<file path="config.mk">
export PLATFORM = sky130hd
export DESIGN_NAME = cpu_iface_bridge
export DESIGN_NICKNAME = d
export VERILOG_FILES = /design/src/rtl/cpu_iface_bridge.sv
export SDC_FILE = /design/constraint.sdc
export NUM_CORES = 1
export LEC_CHECK = 0
export CELL_PAD_IN_SITES_DETAIL_PLACEMENT = 1
export CELL_PAD_IN_SITES_GLOBAL_PLACEMENT = 1
export CORE_MARGIN = 1.5
export CORE_UTILIZATION = 30
export DETAILED_ROUTE_END_ITERATION = 6
export PLACE_DENSITY = 0.87
export SETUP_SLACK_MARGIN = 0.2
export SLEW_MARGIN = 25
export SYNTH_ARGS = -nofsm -noshare
export SYNTH_HDL_FRONTEND = slang
export SYNTH_SLANG_ARGS = --single-unit
</file>
<file path="constraint.sdc">
create_clock -name clk -period 9.7 [get_ports clk]
set_clock_uncertainty 0.2 [all_clocks]
set_input_delay 2.425 -clock clk [delete_from_list [all_inputs] [get_ports clk]]
set_output_delay 2.425 -clock clk [all_outputs]
set_load 0.05 [all_outputs]
</file>
<file path="src/rtl/cpu_iface_bridge.sv">
// AXI4-Lite slave to internal CPU register-bus bridge.
// One outstanding access, alternating read/write arbitration, wait-state
// handshake via CPUReady and an optional timeout that ends a stalled access
// with SLVERR.
module cpu_iface_bridge #(
    parameter int unsigned ADDR_WIDTH     = 16,
    parameter int unsigned DATA_WIDTH     = 32,
    parameter int unsigned TIMEOUT_CYCLES = 255
) (
    input  logic                    clk,
    input  logic                    reset,
    // AXI4-Lite read address / data
    input  logic [31:0]             araddr,
    input  logic                    arvalid,
    output logic                    arready,
    output logic [DATA_WIDTH-1:0]   rdata,
    output logic [1:0]              rresp,
    output logic                    rvalid,
    input  logic                    rready,
    // AXI4-Lite write address / data / response
    input  logic [31:0]             awaddr,
    input  logic                    awvalid,
    output logic                    awready,
    input  logic [DATA_WIDTH-1:0]   wdata,
    input  logic [DATA_WIDTH/8-1:0] wstrb,
    input  logic                    wvalid,
    output logic                    wready,
    output logic [1:0]              bresp,
    output logic                    bvalid,
    input  logic                    bready,
    // Register-bank side
    output logic                    CPURead,
    output logic                    CPUWrite,
    output logic [ADDR_WIDTH-1:0]   CPUAddress,
    output logic [DATA_WIDTH-1:0]   CPUWriteData,
    output logic [DATA_WIDTH/8-1:0] CPUWriteStrobe,
    input  logic [DATA_WIDTH-1:0]   CPUReadData,
    input  logic                    CPUReady
);

    localparam int unsigned STRB_WIDTH = DATA_WIDTH / 8;
    localparam int unsigned CNT_WIDTH  = (TIMEOUT_CYCLES > 1) ? $clog2(TIMEOUT_CYCLES + 1) : 1;
    // Counter value seen in the last permitted wait cycle
    localparam int unsigned TO_LAST    = (TIMEOUT_CYCLES == 0) ? 0 : TIMEOUT_CYCLES - 1;
    localparam bit          TO_EN      = (TIMEOUT_CYCLES != 0);

    localparam logic [1:0] RESP_OKAY   = 2'b00;
    localparam logic [1:0] RESP_SLVERR = 2'b10;

    typedef enum logic [2:0] {
        IDLE    = 3'd0,
        RD_WAIT = 3'd1,
        WR_WAIT = 3'd2,
        RD_RESP = 3'd3,
        WR_RESP = 3'd4
    } state_t;

    state_t                 state;
    state_t                 state_nxt;
    logic                   last_wr;     // 1: most recent grant was a write
    logic [CNT_WIDTH-1:0]   wait_cnt;
    logic                   rd_grant;
    logic                   wr_grant;
    logic                   done_ok;
    logic                   done_to;
    logic                   in_wait;

    // Upper address bits are intentionally dropped
    logic unused_addr_bits;
    assign unused_addr_bits = ^{araddr, awaddr};

    assign in_wait  = (state == RD_WAIT) || (state == WR_WAIT);
    assign CPURead  = (state == RD_WAIT);
    assign CPUWrite = (state == WR_WAIT);
    assign rvalid   = (state == RD_RESP);
    assign bvalid   = (state == WR_RESP);

    // Next-state, arbitration and AXI ready decode
    always_comb begin
        state_nxt = state;
        rd_grant  = 1'b0;
        wr_grant  = 1'b0;
        done_ok   = 1'b0;
        done_to   = 1'b0;
        arready   = 1'b0;
        awready   = 1'b0;
        wready    = 1'b0;
        case (state)
            IDLE: begin
                // On a tie the side that did not go last wins
                if (arvalid && (!(awvalid && wvalid) || last_wr)) begin
                    rd_grant = 1'b1;
                end else if (awvalid && wvalid) begin
                    wr_grant = 1'b1;
                end
                arready = rd_grant;
                awready = wr_grant;
                wready  = wr_grant;
                if (rd_grant) begin
                    state_nxt = RD_WAIT;
                end else if (wr_grant) begin
                    state_nxt = WR_WAIT;
                end
            end
            RD_WAIT, WR_WAIT: begin
                // CPUReady takes priority over a coincident timeout
                if (CPUReady) begin
                    done_ok = 1'b1;
                end else if (TO_EN && (wait_cnt == CNT_WIDTH'(TO_LAST))) begin
                    done_to = 1'b1;
                end
                if (done_ok || done_to) begin
                    state_nxt = (state == RD_WAIT) ? RD_RESP : WR_RESP;
                end
            end
            RD_RESP: begin
                if (rready) begin
                    state_nxt = IDLE;
                end
            end
            WR_RESP: begin
                if (bready) begin
                    state_nxt = IDLE;
                end
            end
            default: state_nxt = IDLE;
        endcase
    end

    // State register and arbitration history
    always_ff @(posedge clk or posedge reset) begin
        if (reset) begin
            state   <= IDLE;
            last_wr <= 1'b1;
        end else begin
            state <= state_nxt;
            if (rd_grant) begin
                last_wr <= 1'b0;
            end else if (wr_grant) begin
                last_wr <= 1'b1;
            end
        end
    end

    // Wait-cycle counter, cleared on every grant
    always_ff @(posedge clk or posedge reset) begin
        if (reset) begin
            wait_cnt <= '0;
        end else if (rd_grant || wr_grant) begin
            wait_cnt <= '0;
        end else if (in_wait && !CPUReady) begin
            wait_cnt <= wait_cnt + CNT_WIDTH'(1);
        end
    end

    // Request capture towards the register bank
    always_ff @(posedge clk or posedge reset) begin
        if (reset) begin
            CPUAddress     <= '0;
            CPUWriteData   <= '0;
            CPUWriteStrobe <= '0;
        end else if (rd_grant) begin
            CPUAddress     <= araddr[ADDR_WIDTH-1:0];
        end else if (wr_grant) begin
            CPUAddress     <= awaddr[ADDR_WIDTH-1:0];
            CPUWriteData   <= wdata;
            CPUWriteStrobe <= wstrb[STRB_WIDTH-1:0];
        end
    end

    // Response capture, held until the AXI response handshake
    always_ff @(posedge clk or posedge reset) begin
        if (reset) begin
            rdata <= '0;
            rresp <= RESP_OKAY;
            bresp <= RESP_OKAY;
        end else if (state == RD_WAIT) begin
            if (done_ok) begin
                rdata <= CPUReadData;
                rresp <= RESP_OKAY;
            end else if (done_to) begin
                rdata <= '0;
                rresp <= RESP_SLVERR;
            end
        end else if (state == WR_WAIT) begin
            if (done_ok) begin
                bresp <= RESP_OKAY;
            end else if (done_to) begin
                bresp <= RESP_SLVERR;
            end
        end
    end

endmodule

</file>
* Word level (Yosys, flattened, before mapping) *
Cells that the tools add are included.

word-level totals
  output and inout bits = 95
  bits in registers = 100
  bits of input ports = 140

operators by class
  add/sub/neg operators = 1
  equality and inequality tests = 9
  reduce and logical (&&, ||, !) cells = 18
  muxes and demuxes = 31
  bitwise gates (word level) = 2

operator list
  cell                                                  number
  2-to-1 mux 32 bit                                     2
  2-to-1 mux 16 bit                                     2
  2-to-1 mux 3 bit                                      6
  2-to-1 mux 1 bit                                      16
  2-to-1 mux 8 bit                                      2
  case mux 3 bit (4 select lines)                       1
  adder 8 x 1 -> 8 bit (second input constant)          1
  equality test 8 bit (second input constant)           1
  equality test 3 x 2 -> 1 bit (second input constant)  2
  nonzero test 2 bit                                    3
  logical OR 1 bit                                      4
  2-to-1 mux 2 bit                                      2
  != test 2 x 1 -> 1 bit (second input constant)        2
  AND reduction 2 bit                                   2
  AND reduction 4 bit                                   1
  equality test 3 x 1 -> 1 bit (second input constant)  1
  equality test 3 bit (second input constant)           1
  logical AND 1 bit                                     3
  logical NOT 3 bit                                     1
  != test 3 x 1 -> 1 bit (second input constant)        1
  AND reduction 3 bit                                   1
  logical NOT 1 bit                                     2
  != test 2 bit (second input constant)                 1
  inverter 1 bit                                        2
  OR reduction 2 bit                                    1

* Logic depth before layout (Yosys ltp) *
  word-level depth = 9
  depth in mapped cells = 7
  mapped depth without buffers = 5

* Worst setup path before layout *
Ideal clock, no wire load.

  kind = input -> output
  from = input awvalid
  to = output wready
  setup slack = 3.614 ns
  cell stages on the path = 4
  arrival time = 3.461 ns
  buffers on the path = 2
  path through = nand2_1 > a211oi_4 > buf_4 > buf_4

on the way
  cells in the longest elaborated chain, start to end = 7

RTL lines
  element              RTL line  source
  start: declaration   22        input logic awvalid,
  logical AND 1 bit *  91, 93
  logical NOT 1 bit    91        if (arvalid && (!(awvalid && wvalid) || last_wr)) begin
  logical OR 1 bit     91
  logical AND 1 bit    91
  2-to-1 mux 1 bit *   91
  2-to-1 mux 1 bit *   88        case (state)
  2-to-1 mux 1 bit *   -
  end: declaration     27        output logic wready,

Mark *: on every way between the ends. The rest lies on a longest branch, timed or not. The select of a mux whose other input is x is not followed.

* Final worst setup path *
  from = input arvalid
  to = output arready

on the way
  cells in the longest elaborated chain, start to end = 4

RTL lines
  element                         RTL line  source
  start: declaration              14        input logic arvalid,
  logical AND 1 bit               91
  2-to-1 mux 1 bit                91
  2-to-1 mux 1 bit (2 in series)  88
  end: declaration                15        output logic arready,

Every way passes these cells. The select of a mux whose other input is x is not followed.

==> impl_metrics.py <==
metrics = {
    "floorplanning": {
        "die_y_um": 117,
        "pin_count": 235,
        "die_area_um2": 13800,
        "chipWidth_um": 117,
        "rows": 41,
        "start_util": 0.309,
        "design.core.area_um2": 12700,
    },
    "routing": {
        "ant_nets": 0,
        "avgRoutedWirePerCell_um": 18.7,
        "routed_wl_um": 12300,
        "dr.pass1.iters": 6,
        "drcViolationCount": 0,
        "routed_via_density": 4.91,
        "vias": 3225,
        "dr.first_iter.drc_count": 183,
    },
    "yosys": {
        "post_synth_fa_ha_maj_area_fraction": 0.00637,
        "synth_ff_type": "dfrtp_1",
        "synth_top_family_by_area": "compound AO/OA/AOI/OAI gates",
        "async_reset_ff_frac": 1.00,
        "synth_compound_area_frac": 0.152,
        "muxShareOfSynthArea": 0.109,
        "syn_inst": 287,
        "yosysWarningCount": 0,
        "synth_area_per_cell_um2": 13.7,
        "synth-xor-area-share": 0.00891,
        "yosys.area_share.simple": 0.0433,
        "syn-cell-area_um2": 3930,
        "ys_ff_latch": 98,
        "synth_edf_count": 0,
        "synthDistinctLibCells": 39,
        "yosysSeqAreaShare": 0.624,
    },
    "setup_path": {
        "r2r_start": "state[0]",
        "cp-end-kind": "primary output",
        "arrival_ns": 4.55,
        "critPathMaxFanout": 19,
        "critPathLaunchType": "primary input",
        "crit_type": "primary input to primary output",
        "crit_start": "arvalid",
        "cp.required_ns": 7.08,
    },
    "timing": {
        "period_minus_slack_ns": 7.18,
        "final-hold-violation-count": 0,
        "setup_violations": 0,
        "fmax_mhz": 139,
        "tns_ns": 0,
        "fin_crit_sh": 0.740,
        "rsz0062_at_grt": "false",
        "max-slew-margin-rel": 0.444,
        "worst_pin_slew_ns": 0.834,
        "finalMaxSlewViolations": 0,
    },
    "finish": {
        "synthToLayoutAreaGrowth_pct": 62.6,
        "fillers": 1357,
        "multiInputGateArea_um2": 1270,
        "antenna_cells": 0,
        "final_common_cell": "clkdlybuf4s50_1",
        "regArea_um2": 2450,
        "nNetsFinal": 623,
        "layout_common_cells": "200 x clkdlybuf4s50_1, 97 x dfrtp_1, 35 x mux2_2",
        "drive_above_1_share": 0.124,
    },
    "placed_design": {
        "gp_congestion": 0.738,
        "dp_hpwl_um": 9010,
        "portBuffers": 200,
    },
    "clock_tree": {
        "cts_sinks": 98,
        "path_clk_slew_ns": 0.06,
        "clock_latency_ns": 0.34,
        "cts_setup_buffers": 0,
        "cts_resized": 0,
        "cts_hold_buf": 0,
        "clk_path_buf_depth": 2,
        "htreeDepth": 3,
        "cts-buffers-inserted": 9,
        "cts-root-buf": "clkbuf_16",
        "cts_tree": "done",
    },
    "power_and_ir_drop": {
        "power.internal_mw": 1.38,
        "power_leakage_nw": 2.76,
        "netSwitchingFraction": 0.464,
        "power_mw": 2.57,
        "pwr-share-clk": 0.160,
        "peakVddDrop_uv": 217,
        "p_comb_frac": 0.562,
        "seqPwrFrac": 0.279,
        "p_switching_mw": 1.19,
        "p_per_area_nw_per_um2": 402,
    },
    "hold_path": {
        "hold_start": "rdata[3]",
        "hold_class": "flip-flop to flip-flop",
    },
    "grt": {
        "grt_pass1_vias": 3693,
        "use_met2": 0.321,
        "antenna_found_initial": 0,
        "grt-ovfl-total": 0,
        "grt_usage": 0.183,
        "top_usage_layer": "met2",
        "grt_max_degree": 54,
        "use_met1": 0.203,
        "grtUsageMet3": 0.0717,
        "grt_pass1_wl_um": 20000,
    },
    "run": {
        "maxCapViolCount": 0,
    },
    "status": {
        "status": "complete, no violations",
    },
}
## cells in the mapped netlist (2+ instances only)
| cell | instances | share of area |
|---|---|---|
| ha_1 | 2 | 0.0064 |
| o21ai_0 | 2 | 0.0025 |
| a222oi_1 | 16 | 0.041 |
| nand4_1 | 2 | 0.0032 |
| inv_1 | 22 | 0.021 |
| and4_1 | 2 | 0.0045 |
| nand3_1 | 2 | 0.0025 |
| dfrtp_1 | 97 | 0.62 |
| clkbuf_1 | 5 | 0.0048 |
| nand2_1 | 5 | 0.0048 |
| nor3_1 | 2 | 0.0025 |
| buf_4 | 4 | 0.0076 |
| mux2_1 | 2 | 0.0057 |
| xor2_1 | 2 | 0.0045 |
| o211ai_1 | 4 | 0.0076 |
| and2_1 | 3 | 0.0048 |
| buf_2 | 8 | 0.010 |
| xnor2_1 | 2 | 0.0045 |
| nor2_1 | 9 | 0.0086 |
| o31ai_1 | 4 | 0.0076 |
| buf_6 | 4 | 0.011 |
| a22o_1 | 32 | 0.071 |
| mux2_2 | 35 | 0.10 |
| a21oi_1 | 6 | 0.0076 |
## per-layer routing
metal,up-vias,wire [µm]
met2,127,6390
met3,20,996
met5,-,0
met1,1632,4650
met4,0,249
li1,1446,-
## final timing paths
path | end | slack, ns | depth (start not counted)
setup / recovery | arready | 2.52 | 3
setup reg to reg | CPUWriteData[17] | 7.12 | 4
hold / removal | rdata[3] | 0.30 | 1
hold reg to reg | rdata[3] | 0.30 | 1
max in group asynchronous | CPUWriteData[17] | 5.90 | 3
min in group asynchronous | CPUWriteData[9] | 2.31 | 2
## sequential cells by signal, indices dropped and copies added (netlist names)
name	flops
rdata	32
rresp	1
wait_cnt	8
state	3
CPUWriteStrobe	4
CPUWriteData	32
bresp	1
CPUAddress	16
last_wr	1
## kinds of logic (layout without fill, tap and decap cells)
| group | count (synthesis) | after routing |
|---|---|---|
| multiplexers | 38 | 38 |
| AND/OR/NAND/NOR | 31 | 31 |
| adder cells (fa/ha/maj) | 2 | 2 |
| AO/OA/AOI/OAI | 70 | 70 |
| flip-flops | 98 | 98 |
| XOR/XNOR | 4 | 4 |
| other | 1 | 2 |
| buffers and inverters | 43 | 240 |
## critical path, stage by stage
cell and delay (ns):
clkdlybuf4s50_1 0.58, o211a_1 0.61, clkdlybuf4s50_1 0.93
## power by group through the flow
stage / clock network [mW] / logic, mW / registers [mW]
2_1_floorplan: 0 / 0.364 / 1.29
3_3_place_gp: 0 / 1.42 / 0.703
3_5_place_dp: 0 / 1.45 / 0.721
4_1_cts: 0.421 / 1.45 / 0.718
5_1_grt: 0.436 / 1.51 / 0.738
6_report: 0.410 / 1.44 / 0.715
## metrics by stage
step           setup WS (ns)  cells  hold WS (ns)  area [µm²]   util
6_report                2.52    657         0.299        6390  0.502
3_5_place_dp            2.56    642         0.287        6050  0.475
5_1_grt                 2.45    657         0.309        6390  0.502
4_1_cts                 2.54    657         0.303        6390  0.502
3_3_place_gp            2.60    642         0.268        6050  0.475
2_1_floorplan           3.61    288         0.248        3930      -
## area by class of cell
type                    instances  share of cell area
clock buffers                  10              0.0374
repair buffers                203               0.317
clock inverters                 5              0.0161
multi-input cells             147               0.199
well taps                     172              0.0337
inverters                      22              0.0133
flip-flops and latches         98               0.384
Power figures use the tool's default switching activity.
